File: config.mk
export PLATFORM = sky130hd
export DESIGN_NAME = posit_encode_pipe
export DESIGN_NICKNAME = d
export VERILOG_FILES = /design/src/rtl/posit_encode_pipe.sv
export SDC_FILE = /design/constraint.sdc
export NUM_CORES = 1
export LEC_CHECK = 0
export CORE_MARGIN = 2
export CORE_UTILIZATION = 30
export CTS_CLUSTER_DIAMETER = 150
export CTS_CLUSTER_SIZE = 25
export DETAILED_ROUTE_END_ITERATION = 10
export HOLD_SLACK_MARGIN = 0.06
export PLACE_DENSITY_LB_ADDON = 0.2
export RECOVER_POWER = 50
export SETUP_SLACK_MARGIN = 0.3
export SKIP_LAST_GASP = 1
export SYNTH_ARGS = -nofsm -noshare
export SYNTH_HDL_FRONTEND = slang
export SYNTH_SLANG_ARGS = --single-unit
File: constraint.sdc
create_clock -name clk -period 12.4 [get_ports clk]
set_input_delay 1.86 -clock clk [delete_from_list [all_inputs] [get_ports clk]]
set_output_delay 1.86 -clock clk [all_outputs]
set_load 0.005 [all_outputs]
File: src/rtl/posit_encode_pipe.sv
// posit_encode_pipe: two-stage valid/ready packer of {sign, scale, fraction, sticky} into an RNE-rounded posit
module posit_encode_pipe #(
  parameter int N  = 16,
  parameter int es = 2,
  parameter int Bs = $clog2(N),
  parameter int SW = es + Bs + 2
) (
  input  logic                 clk,
  input  logic                 rst,
  input  logic                 in_valid,
  output logic                 in_ready,
  input  logic                 in_sign,
  input  logic signed [SW-1:0] in_scale,
  input  logic [N-1:0]         in_frac,
  input  logic                 in_sticky,
  input  logic                 in_zero,
  input  logic                 in_inf,
  output logic                 out_valid,
  input  logic                 out_ready,
  output logic [N-1:0]         out,
  output logic                 out_zero,
  output logic                 out_inf
);
  localparam int KW  = SW - es;
  localparam int TW  = N + es + 1;
  localparam int WW  = TW + N;
  localparam int SAT = (N - 2) << es;
  localparam logic signed [SW-1:0] SAT_P = SW'(SAT);
  localparam logic signed [SW-1:0] SAT_N = -SAT_P;
  logic          s1_valid, s1_sign, s1_rb, s1_sticky, s1_zero, s1_inf, s1_max, s1_min, s1_adv;
  logic [KW-1:0] s1_sh, k;
  logic [es-1:0] s1_e;
  logic [N-2:0]  s1_frac, kept, mag;
  logic [WW-1:0] wide;
  logic [N-1:0]  sum, posit, nxt;
  logic          g, st, up;
  assign s1_adv   = ~out_valid | out_ready;
  assign in_ready = ~s1_valid | s1_adv;
  assign k        = in_scale[SW-1:es];
  // stage 1: split scale into regime shift and exponent, flag saturation, mask unused fraction
  always_ff @(posedge clk or posedge rst)
    if (rst) begin
      s1_valid  <= 1'b0;
      s1_sign   <= 1'b0;
      s1_rb     <= 1'b0;
      s1_sh     <= '0;
      s1_e      <= '0;
      s1_frac   <= '0;
      s1_sticky <= 1'b0;
      s1_zero   <= 1'b0;
      s1_inf    <= 1'b0;
      s1_max    <= 1'b0;
      s1_min    <= 1'b0;
    end else if (in_ready) begin
      s1_valid  <= in_valid;
      s1_sign   <= in_sign;
      s1_rb     <= ~k[KW-1];
      s1_sh     <= k[KW-1] ? ~k : k;
      s1_e      <= in_scale[es-1:0];
      s1_frac   <= in_frac[N-2:0] & {(N-1){~(in_zero | in_inf)}};
      s1_sticky <= in_sticky & ~(in_zero | in_inf);
      s1_zero   <= in_zero | ~in_frac[N-1];
      s1_inf    <= in_inf;
      s1_max    <= in_scale >= SAT_P;
      s1_min    <= in_scale <= SAT_N;
    end
  // stage 2 datapath: regime fill by arithmetic shift, RNE round, clamp, negate, special cases
  always_comb begin
    wide  = WW'($signed({s1_rb, ~s1_rb, s1_e, s1_frac, {N{1'b0}}}) >>> s1_sh);
    kept  = wide[WW-1 -: N-1];
    g     = wide[WW-N];
    st    = |wide[WW-N-1:0] | s1_sticky;
    up    = g & (st | kept[0]);
    sum   = {1'b0, kept} + N'(up);
    mag   = (s1_max | sum[N-1]) ? {(N-1){1'b1}} : (s1_min | ~|sum) ? (N-1)'(1) : sum[N-2:0];
    posit = s1_sign ? -{1'b0, mag} : {1'b0, mag};
    nxt   = s1_inf ? {1'b1, {(N-1){1'b0}}} : s1_zero ? '0 : posit;
  end
  // stage 2 register: output word, held while downstream stalls
  always_ff @(posedge clk or posedge rst)
    if (rst) begin
      out_valid <= 1'b0;
      out       <= '0;
      out_zero  <= 1'b0;
      out_inf   <= 1'b0;
    end else if (s1_adv) begin
      out_valid <= s1_valid;
      out       <= nxt;
      out_zero  <= ~s1_inf & s1_zero;
      out_inf   <= s1_inf;
    end
endmodule
## Word level (Yosys, flattened, before mapping)

Cells that the tools add are included.

| storage, ports and cells | value |
|---|---|
| register bits | 50 |
| bits of input ports | 32 |
| word-level logic and storage cells | 49 |

| operators by class | value |
|---|---|
| add/subtract/negate cells | 2 |
| magnitude comparators | 2 |
| shift-type cells | 1 |
| muxes and demuxes | 6 |
| bitwise logic cells | 20 |
| reductions and logical operators | 3 |

Operators by type and width:

| operator | number |
|---|---|
| 16-bit 2-to-1 mux | 3 |
| 35-bit by 6-bit >>> shifter with 35-bit output | 1 |
| 15-bit 2-to-1 mux | 2 |
| 19-bit OR reduction | 1 |
| 15-bit by 1-bit adder with 16-bit output | 1 |
| 15-bit negator with 16-bit output | 1 |
| 16-bit OR reduction | 1 |
| 15-bit AND | 1 |
| 8-bit by 7-bit >= comparator with 1-bit output, second input constant | 1 |
| 8-bit by 7-bit less-or-equal comparator with 1-bit output, second input constant | 1 |
| 1-bit OR | 8 |
| 1-bit inverter | 7 |
| 6-bit 2-to-1 mux | 1 |
| 6-bit inverter | 1 |
| 1-bit AND | 3 |
| 1-bit logical NOT | 1 |

## Depth between registers and ports, before layout

| depth | value |
|---|---|
| word-level depth | 16 |
| gate-level depth with buffers | 24 |

## Worst setup path after synthesis

OpenSTA, ideal clock, no wires.

| path | value |
|---|---|
| path type | register -> register |
| from | reg s1_sh[0] |
| to | reg out[12] |
| library setup time | 135 ps |
| data arrival time | 4751 ps |
| required time | 12265 ps |
| setup slack | 7514 ps |
| stages on the path, launching flop included | 25 |
| clock period less this slack | 4886 ps |
| cells stage by stage | dfrtp_1 > buf_2 > buf_2 > buf_2 > or2_2 > o2bb2ai_1 > o21bai_1 > a2bb2oi_1 > nand2_1 > ha_1 > o211ai_1 > a211o_1 > xnor2_1 > a21boi_0 > o2111ai_1 > nor4_1 > nor2_1 > a21oi_1 > ha_1 > and3_1 > a31oi_1 > a21o_1 > o31ai_1 > xor2_1 > o21ai_0 |

| on the way | value |
|---|---|
| cells in the longest elaborated chain, start to end | 15 |
| elaborated cells between the ends (all ways) | 16 |

RTL lines:

| item | line | text |
|---|---|---|
| from (decl) | 31 | `logic [KW-1:0] s1_sh, k;` |
| from (signal assigned) | 58 | `s1_sh <= k[KW-1] ? ~k : k;` |
| 35-bit by 6-bit >>> shifter with 35-bit output * | 69 | `wide = WW'($signed({s1_rb, ~s1_rb, s1_e, s1_frac, {N{1'b0}}}) >>> s1_sh);` |
| 19-bit OR reduction | 72 | `st = \|wide[WW-N-1:0] \| s1_sticky;` |
| 1-bit OR | 72 |  |
| 1-bit OR | 73 | `up = g & (st \| kept[0]);` |
| 1-bit AND | 73 |  |
| 15-bit by 1-bit adder with 16-bit output * | 74 | `sum = {1'b0, kept} + N'(up);` |
| 16-bit OR reduction | 75 | `mag = (s1_max \| sum[N-1]) ? {(N-1){1'b1}} : (s1_min \| ~\|sum) ? (N-1)'(1) : sum[N-2:0];` |
| 1-bit logical NOT | 75 |  |
| 1-bit OR | 75 |  |
| 15-bit 2-to-1 mux | 75 |  |
| 15-bit 2-to-1 mux * | 75 |  |
| 15-bit negator with 16-bit output | 76 | `posit = s1_sign ? -{1'b0, mag} : {1'b0, mag};` |
| 16-bit 2-to-1 mux * | 76 |  |
| 16-bit 2-to-1 mux * (2 in a row) | 77 | `nxt = s1_inf ? {1'b1, {(N-1){1'b0}}} : s1_zero ? '0 : posit;` |
| to (signal assigned) | 88 | `out <= nxt;` |
| to (decl) | 20 | `output logic [N-1:0] out,` |

Every way passes the cells marked *; elsewhere a longest branch is shown, timed or not.
A chain may end at the register's enable or synchronous reset.

## Worst setup path after layout

| path | value |
|---|---|
| from | in out_ready |
| to | out in_ready |

| on the way | value |
|---|---|
| cells in the longest elaborated chain, start to end | 2 |

RTL lines:

| item | line | text |
|---|---|---|
| from (decl) | 19 | `input logic out_ready,` |
| 1-bit OR | 37 | `assign s1_adv = ~out_valid \| out_ready;` |
| 1-bit OR | 38 | `assign in_ready = ~s1_valid \| s1_adv;` |
| to (decl) | 11 | `output logic in_ready,` |

Every way passes these cells.

==> impl_metrics.py <==
metrics = {
    "logic_synthesis": {
        "async_flop_share": 1.00,
        "synthCells": 594,
        "synth-seq-area-share": 0.266,
        "synth_edf_count": 0,
        "ys.flop_type": "dfrtp_1",
        "synthSimpleGateAreaFrac": 0.260,
        "synth_xor_xnor_area_share": 0.0437,
        "synthAdderAreaFrac": 0.0109,
        "synth.distinct_cells": 77,
        "postSynthNetCount": 630,
        "yosysWarnings": 0,
        "synth_area_per_cell_um2": 7.76,
        "synth-compound-area-share": 0.269,
        "synth_top_family_by_area": "compound AO/OA/AOI/OAI gates",
        "syn-cell-area_mm2": 0.00461,
        "synth.area.mux_share": 0.0977,
        "synth_seq_cells": 49,
    },
    "critical_path": {
        "endpoint_kind": "primary output",
        "worst_setup_path_start_kind": "primary input",
        "crit_path_max_fanout": 38,
        "crit_required_ns": 10.54,
        "crit_arrival_ns": 5.32,
        "crit_slowest_cell": "and2_1",
        "critical_path.cell_chain": "dlygate4sd3_1, nor2b_1, clkbuf_1, and2_1, inv_1, clkdlybuf4s50_1",
        "path_class": "primary input to primary output",
        "timing.critical_path.slowest_cell_delay_ns": 0.79,
        "reg2reg_depth": 21,
    },
    "outcome": {
        "violations": "max-capacitance violations, max-slew violations",
        "status": "finished, violations left",
    },
    "pwr": {
        "peakVddDrop_v": 0.0000697,
        "clockPowerShare": 0.222,
        "intPower_w": 0.000367,
        "switching_power_w": 0.000267,
        "seq_power_share": 0.309,
        "power.total_w": 0.000634,
        "comb_power_share": 0.470,
        "leakage_nw": 2.16,
        "powerDensity_mw_per_mm2": 118,
        "swShare": 0.420,
    },
    "clocking": {
        "cts_resized": 0,
        "clk_pin_slew_ns": 0.07,
        "clkSinkCount": 49,
        "cts_buffers": 5,
        "clkLatencyLatePin_ns": 0.31,
        "cts_hold_buf": 0,
        "cts.path.max_buffers": 2,
        "cts_tree": "yes",
        "cts_setup_buffers": 0,
        "htreeDepth": 2,
        "clockRootBuffer": "clkbuf_16",
    },
    "die": {
        "die_h_um": 128,
        "core_mm2": 0.0151,
        "dieArea_mm2": 0.0164,
        "num_io_pins": 52,
        "initial_core_util": 0.306,
        "die_w_um": 128,
        "placement_rows": 45,
    },
    "placement": {
        "place_ws_ns": 5.77,
        "dp_cells": 797,
        "dp_hpwl_mm": 10.0,
        "portBuffers": 51,
        "place.gp.congestion": 0.921,
    },
    "global_route": {
        "antenna_found_initial": 0,
        "grtUsageTotal": 0.169,
        "grt_max_degree": 51,
        "first_global_vias": 4360,
        "grt_pass1_wl_mm": 22.6,
        "grt-ovfl-total": 0,
    },
    "routing": {
        "dr_wl_met3_um": 727,
        "m1WireLength_mm": 6.57,
        "wl_mm": 13.7,
        "num_vias": 4640,
        "first_pass_iters": 5,
        "wl_met2_mm": 6.15,
        "viasPerCell": 5.76,
        "avgRoutedWirePerCell_um": 17.0,
        "dr.first_iter.drc_count": 382,
        "highest_layer": "met4",
        "ant_nets": 0,
        "drcViolationCount": 0,
    },
    "timing": {
        "slew_headroom": -0.229,
        "fin_tns_setup_ns": 0,
        "period_share": 0.579,
        "tightest_slew_ns": 1.84,
        "rsz0062_at_grt": "false",
        "fin_crit_ns": 7.18,
        "fin_skew_ns": 0.00694,
        "report.final.slew_viol_count": 50,
        "hold_viol_final": 0,
        "setup_ws_ns": 5.22,
        "max_freq_mhz": 139,
        "setup_viol": 0,
    },
    "final_layout": {
        "finalNonFillerCells": 805,
        "n_antenna_cell": 0,
        "layout_commonest_cell": "nand2_1",
        "finish.net_count": 652,
        "area_growth_pct": 16.0,
        "drive_above_1_share": 0.0681,
        "final_cell_mix": "nand2_1 (101), dfrtp_1 (49), clkdlybuf4s50_1 (43), nor2_1 (38), o21ai_0 (34)",
    },
    "worst_hold_path": {
        "hold_path.class": "flop to flop",
        "hold_depth": 1,
    },
    "job": {
        "cap_violations": 1,
    },
}
## synthesized netlist by cell type (all sizes together) (4+ instances only)
master	count	area [um^2]
o32a	4	40.0
a31oi	7	43.8
mux2i	18	180
mux4	5	113
o21ai	40	204
xnor2	5	43.8
o211ai	9	67.6
o22ai	6	37.5
xor2	18	158
dfrtp	49	1230
and3	5	31.3
a21boi	4	30.0
nor4	7	43.8
or3	7	43.8
inv	13	48.8
and2	7	43.8
mux2	14	158
nand4	7	50.1
o2bb2ai	4	35.0
ha	4	50.1
or2	5	31.3
a21o	7	52.6
o31ai	10	75.1
nor2b	5	31.3
a22o	4	35.0
clkbuf	27	104
nor2	38	143
a2bb2oi	5	43.8
nand2	102	385
nor3	21	105
a211oi	12	90.1
nand3	29	145
a21oi	18	90.1
buf	14	82.6
nand2b	13	81.3
## area by class of cell
type                    instances  area (um^2)
fillers                      1648         9740
multi-input cells             489         3140
flip-flops and latches         49         1230
repair buffers                 56          544
well taps                     188          235
clock buffers                   5          125
inverters                      15         56.3
clock inverters                 3         21.3
## power by group through the flow
stage / clock (W) / combinational (W) / sequential (W)
2_1_floorplan: 0 / 0.000226 / 0.000188
6_report: 0.000141 / 0.000298 / 0.000196
5_1_grt: 0.000149 / 0.000330 / 0.000199
3_3_place_gp: 0 / 0.000294 / 0.000198
3_5_place_dp: 0 / 0.000296 / 0.000199
4_1_cts: 0.000144 / 0.000297 / 0.000196
## through the flow
| step | hold WS [ns] | utilization | area [um^2] |
|---|---|---|---|
| 4_1_cts | 0.467 | 0.355 | 5350 |
| 5_1_grt | 0.476 | 0.355 | 5350 |
| 6_report | 0.465 | 0.355 | 5350 |
| 2_1_floorplan | 0.430 | - | 4610 |
| 3_3_place_gp | 0.458 | 0.345 | 5210 |
| 3_5_place_dp | 0.451 | 0.345 | 5210 |
## worst max-delay path: cells and delay by family
family                 cells  cell delay (ns)
and+or+nand+nor            2             0.89
buffers and inverters      4             2.57
## cells by family after synthesis
kind of cell | after synthesis
flops | 49
buf+inv | 56
mux | 37
xor+xnor | 23
fa+ha+maj | 4
compound gates | 171
simple gates | 254
## metal layers
metal,vias to the layer above,GRT usage
li1,2252,-
met5,-,0
met4,0,0.0530
met1,2228,0.245
met3,19,0.0238
met2,141,0.262
## sequential cells by signal, indices dropped and copies added, names as in the netlist, 2 cells and up
register  flops
out          16
s1_e          2
s1_frac      15
s1_sh         5
## path summary, 6_finish.rpt
path / from / slack [ns] / endpoint
worst max-delay path: out_ready / 5.22 / in_ready
max in group asynchronous: rst / 8.74 / s1_frac[8]
min in group asynchronous: rst / 2.59 / out_valid
worst min-delay path: s1_valid / 0.47 / out_valid
worst max register to register: s1_sh[3] / 6.14 / out[14]
worst min register to register: s1_valid / 0.47 / out_valid
(Power assumes the default switching activity.)
